[src/rtl/sga_direction_input.sv]
// Snake Game Arcade direction front end: synchronizes and debounces the four
// direction buttons, filters illegal moves and commits one move per play window.

module sga_direction_debounce #(
  parameter int DEBOUNCE_CYCLES = 50000,
  parameter int CNT_W           = 16
) (
  input  logic clock,
  input  logic reset,
  input  logic raw_i,
  output logic level_o,
  output logic rise_o
);

  localparam logic [CNT_W-1:0] CNT_LAST = CNT_W'(DEBOUNCE_CYCLES - 1);

  logic [1:0]       sync_q;
  logic             level_q, level_d;
  logic [CNT_W-1:0] cnt_q, cnt_d;
  logic             rise_q, rise_d;

  // The level only follows the synchronized input after it has disagreed for
  // DEBOUNCE_CYCLES consecutive samples; any agreement restarts the count.
  always_comb begin
    level_d = level_q;
    cnt_d   = '0;
    if (sync_q[1] != level_q) begin
      if (cnt_q == CNT_LAST) begin
        level_d = sync_q[1];
      end else begin
        cnt_d = cnt_q + 1'b1;
      end
    end
    rise_d = level_d & ~level_q;
  end

  always_ff @(posedge clock) begin
    if (!reset) begin
      sync_q  <= '0;
      level_q <= 1'b0;
      cnt_q   <= '0;
      rise_q  <= 1'b0;
    end else begin
      sync_q  <= {sync_q[0], raw_i};
      level_q <= level_d;
      cnt_q   <= cnt_d;
      rise_q  <= rise_d;
    end
  end

  assign level_o = level_q;
  assign rise_o  = rise_q;

endmodule

module sga_direction_input #(
  parameter int DEBOUNCE_CYCLES = 50000,
  parameter int CNT_W           = 16
) (
  input  logic       clock,
  input  logic       reset,
  input  logic       btn_left,
  input  logic       btn_right,
  input  logic       btn_up,
  input  logic       btn_down,
  input  logic       enable,
  input  logic       clear_dir,
  output logic       left,
  output logic       right,
  output logic       up,
  output logic       down,
  output logic       played,
  output logic [1:0] direction,
  output logic [1:0] db_state
);

  localparam logic [1:0] DIR_RIGHT = 2'b00;
  localparam logic [1:0] DIR_LEFT  = 2'b01;
  localparam logic [1:0] DIR_DOWN  = 2'b10;
  localparam logic [1:0] DIR_UP    = 2'b11;

  typedef enum logic [1:0] {
    IDLE   = 2'd0,
    ARMED  = 2'd1,
    ACCEPT = 2'd2,
    HOLD   = 2'd3
  } state_t;

  state_t     state_q, state_d;
  logic [1:0] cand_q, cand_d;
  logic [1:0] direction_q, direction_d;

  logic levLeft, levRight, levUp, levDown;
  logic evLeft, evRight, evUp, evDown;
  logic       evValid;
  logic [1:0] evDir;
  logic       evReject;

  sga_direction_debounce #(.DEBOUNCE_CYCLES(DEBOUNCE_CYCLES), .CNT_W(CNT_W)) u_dbLeft (
    .clock(clock), .reset(reset), .raw_i(btn_left), .level_o(levLeft), .rise_o(evLeft)
  );
  sga_direction_debounce #(.DEBOUNCE_CYCLES(DEBOUNCE_CYCLES), .CNT_W(CNT_W)) u_dbRight (
    .clock(clock), .reset(reset), .raw_i(btn_right), .level_o(levRight), .rise_o(evRight)
  );
  sga_direction_debounce #(.DEBOUNCE_CYCLES(DEBOUNCE_CYCLES), .CNT_W(CNT_W)) u_dbUp (
    .clock(clock), .reset(reset), .raw_i(btn_up), .level_o(levUp), .rise_o(evUp)
  );
  sga_direction_debounce #(.DEBOUNCE_CYCLES(DEBOUNCE_CYCLES), .CNT_W(CNT_W)) u_dbDown (
    .clock(clock), .reset(reset), .raw_i(btn_down), .level_o(levDown), .rise_o(evDown)
  );

  // Simultaneous presses collapse to one candidate, UP > DOWN > LEFT > RIGHT.
  always_comb begin
    evValid = evUp | evDown | evLeft | evRight;
    evDir   = DIR_RIGHT;
    if (evUp) begin
      evDir = DIR_UP;
    end else if (evDown) begin
      evDir = DIR_DOWN;
    end else if (evLeft) begin
      evDir = DIR_LEFT;
    end
    evReject = (evDir == (direction_q ^ 2'b01)) || (evDir == direction_q);
  end

  always_comb begin
    state_d     = state_q;
    cand_d      = cand_q;
    direction_d = direction_q;
    unique case (state_q)
      IDLE: begin
        if (enable) state_d = ARMED;
      end
      ARMED: begin
        if (!enable) begin
          state_d = IDLE;
        end else if (evValid && !evReject) begin
          state_d = ACCEPT;
          cand_d  = evDir;
        end
      end
      ACCEPT: begin
        direction_d = cand_q;
        state_d     = HOLD;
      end
      HOLD: begin
        if (!enable) state_d = IDLE;
      end
      default: state_d = IDLE;
    endcase
    // A new game overrides even a commit happening in the same cycle.
    if (clear_dir) direction_d = DIR_RIGHT;
  end

  always_ff @(posedge clock) begin
    if (!reset) begin
      state_q     <= IDLE;
      cand_q      <= DIR_RIGHT;
      direction_q <= DIR_RIGHT;
    end else begin
      state_q     <= state_d;
      cand_q      <= cand_d;
      direction_q <= direction_d;
    end
  end

  assign played    = (state_q == ACCEPT);
  assign up        = played && (cand_q == DIR_UP);
  assign down      = played && (cand_q == DIR_DOWN);
  assign left      = played && (cand_q == DIR_LEFT);
  assign right     = played && (cand_q == DIR_RIGHT);
  assign direction = direction_q;
  assign db_state  = state_q;

  // Debounced levels are kept for visibility in simulation only.
  logic unusedLevels;
  assign unusedLevels = ^{levLeft, levRight, levUp, levDown};

endmodule

[config.mk]
export PLATFORM = sky130hd
export DESIGN_NAME = sga_direction_input
export DESIGN_NICKNAME = d
export VERILOG_FILES = /design/src/rtl/sga_direction_input.sv
export SDC_FILE = /design/constraint.sdc
export NUM_CORES = 1
export LEC_CHECK = 0
export ABC_AREA = 1
export CORE_UTILIZATION = 60
export CTS_CLUSTER_SIZE = 14
export DETAILED_ROUTE_END_ITERATION = 10
export PLACE_DENSITY_LB_ADDON = 0.2
export SKIP_CTS_REPAIR_TIMING = 1
export SKIP_LAST_GASP = 1
export SYNTH_ARGS = -nofsm -noshare
export SYNTH_HDL_FRONTEND = slang
export SYNTH_SLANG_ARGS = --single-unit
[constraint.sdc]
create_clock -name clock -period 2.48 [get_ports clock]
set_input_delay 0.496 -clock clock [delete_from_list [all_inputs] [get_ports clock]]
set_output_delay 0.496 -clock clock [all_outputs]
set_load 0.005 [all_outputs]
==> qor.yml <==
outcome: "complete, no violations"
setup.worst_path.class: "reg2out"
route.antenna.remaining_nets: 0
max_stage_delay_ns: 0.50
relSlewSlack_pct: 76.44
hold_depth: 2
reg2reg_depth: 6
synth_seq_area_share_pct: 41.21
diodes: 0
core_um2: 6756
postSynthCellCount: 616
cts_root_buffer: "clkbuf_8"
numCtsBuffers: 9
path_buf_inv: 2
htree_levels: 3
finalHoldViolCount: 0
period_needed_ns: 2.180
num_rows: 30
first_iter_violations: 122
regArea_um2: 1722
cp_max_fo: 6
via_per_inst: 5.194
drive_above_1_share_pct: 8.255
path_cells: "nand2_1, inv_1, nand2_1, nor2_1, clkdlybuf4s50_1"
post_drt_wl_per_cell_um: 10.92
grt_pass1_wl_um: 13830
critPathCaptureType: "primary output"
synth_area_leaders: "dfxtp_1, nand2_1, nor2_1"
drc: 0
cp-start-kind: "flip-flop"
grt_pass1_vias: 3405
power_leakage_uw: 0.001549
die_w_um: 85.45
syn-cell-area_um2: 4178
setup_tns_ns: 0
setup-violations-final: 0
fmax_ghz: 0.4588
syn_to_final_growth_pct: 10.69
cp_top_family: "buffers and inverters"
required_ns: 1.98
clkTransAtPathRegs_ns: 0.08
dr.pass1.iters: 4
clk_latency_ns: 0.36
synth_top_cell_by_area: "dfxtp_1"
initial_core_util_pct: 61.83
grt_max_degree: 17
cp_data_arrival_time_ns: 1.68
final_nets: 650
overflow: 0
crit_slowest_cell: "clkdlybuf4s50_1"
io_pins: 17
syn_nets: 628
ys_ff_latch: 86
synth_cell_types: 28
numPortBuffers: 16
multi_input_area_um2: 2096
antenna_found_initial: 0
crit_path_frequent_cell: "nand2_1"
rsz0062_at_grt: "false"
finClkSkew_ns: 0.01379
die-area_um2: 7301
fin_crit_sh_pct: 87.89
avgSynthCellArea_um2: 6.782
synth_top_cell_area_share_pct: 41.21
worst_pin_slew_ns: 0.3521
nFillCells: 558
cts_tree: "done"
drt_wl_total_um: 7881
peakVddDrop_uv: 436.3
gp_congestion: 0.8458
worst_hold_slack_ns: 0.4188
num_vias: 3750
critical_path_depth: 5
hold_path.class: "reg2reg"
place_area_um2: 4389
maxCapViolCount: 0
maxSlewViolCount: 0
grt_use_total_pct: 23.19
ys.warnings.count: 0
stdcell_area_um2: 4624
clockBufferDepth: 2
cts.sinks: 86
power_density_nw_per_um2: 560.0
hpwl_um: 5686
fp.dieH_um: 85.45
[routing by layer]
| metal | up-vias | routed length (um) | share of wire (%) | track usage, % |
|---|---|---|---|---|
| li1 | 1992 | - | - | - |
| met1 | 1692 | 3598 | 46 | 27.00 |
| met2 | 53 | 3919 | 50 | 41.75 |
| met3 | 13 | 248 | 3.1 | 5.156 |
| met4 | 0 | 115 | 1.5 | 8.182 |
| met5 | - | 0 | 0 | 0 |
[Yosys cell counts]
cell      number
nand2_4        2
nor2_2         7
buf_4          1
nand3_2        2
nand4_1       24
inv_2          7
nand3_1       33
o21ai_1        2
a21oi_1       38
clkbuf_1       1
nand2_2        8
a21oi_2        5
or2_0          3
ha_1           4
or2_1          1
nand3b_1       5
inv_1         74
buf_6          4
nor2_4         1
o21ai_0       11
dfxtp_1       86
xor2_1        14
nand2_1      146
a211oi_1       1
xnor2_1        1
nor3_1        12
nor2_1       118
or2_2          5
[logic make-up after synthesis]
logic type               after synthesis  synth area share (%)
AND/OR/NAND/NOR                      367                 38.48
buffers and inverters                 87                 8.625
flip-flops                            86                 41.21
AO/OA/AOI/OAI                         57                 7.337
XOR/XNOR                              15                 3.145
adder cells (fa/ha/maj)                4                 1.198
[through the flow]
step / util [%] / total power, uW / worst slack, ns / std cells
3_5_place_dp: 64.96 / 1470 / 0.4323 / 707
5_1_grt: 68.44 / 2676 / 0.2187 / 722
2_1_floorplan: - / 1453 / 1.165 / 616
3_3_place_gp: 64.96 / 1469 / 0.4599 / 707
4_1_cts: 68.44 / 2617 / 0.2864 / 722
6_report: 68.44 / 2590 / 0.3004 / 722
[report_power, final]
part / leakage (uW) / switching (uW) / internal, uW
logic: 0.000739 / 23.7 / 19.7
clock network: 0.000115 / 489 / 663
registers: 0.000695 / 5.60 / 1390
total: 0.00155 / 519 / 2070
[layout by cell type, fill, tap and decap left out, types with 2 or more instances in the layout]
master / instances
inv_2: 7
o21ai_0: 11
or2_2: 5
nand2_2: 8
dfxtp_1: 86
inv_1: 74
nor2_1: 118
nand3b_1: 5
clkbuf_8: 9
nand2_1: 146
nor3_1: 12
bufinv_16: 3
xor2_1: 14
a21oi_1: 38
ha_1: 4
a21oi_2: 5
nand4_1: 24
or2_0: 3
clkdlybuf4s50_1: 16
nand3_1: 33
o21ai_1: 2
nand2_4: 2
nand3_2: 2
nor2_2: 7
[sequential cells by signal, indices dropped and copies added, names as in the netlist, named ones only]
signal	flops
u_dbLeft.cnt_q	16
u_dbRight.rise_o	1
cand_q	2
u_dbUp.sync_q	2
u_dbUp.level_o	1
u_dbDown.rise_o	1
u_dbDown.level_o	1
u_dbLeft.level_o	1
u_dbUp.cnt_q	16
u_dbLeft.sync_q	2
u_dbUp.rise_o	1
u_dbDown.sync_q	2
u_dbLeft.rise_o	1
direction	2
u_dbDown.cnt_q	16
db_state	1
u_dbRight.level_o	1
u_dbRight.sync_q	2
u_dbRight.cnt_q	16
[path summary, 6_finish.rpt]
kind	startpoint	to	slack, ns
max reg2reg	u_dbUp.cnt_q[0]	u_dbUp.cnt_q[5]	0.99
min	u_dbUp.sync_q[0]	u_dbUp.sync_q[1]	0.42
min reg2reg	u_dbUp.sync_q[0]	u_dbUp.sync_q[1]	0.42
max	flip-flop	left	0.30
[tightest hold or removal path, delay by kind of cell, from the launching register on]
family | cells | cell delay, ns
buffers and inverters | 1 | 0.03
AND/OR/NAND/NOR | 1 | 0.05
flip-flops | 1 | 0.30
[layout make-up]
class	instances	area share, %
clock buffer	9	2.679
clock inverter	6	2.408
inverter	81	6.575
multi-input combinational	443	45.32
sequential	86	37.23
tap	80	2.164
timing repair buffer	17	3.626
Power figures use the tool's default switching activity.
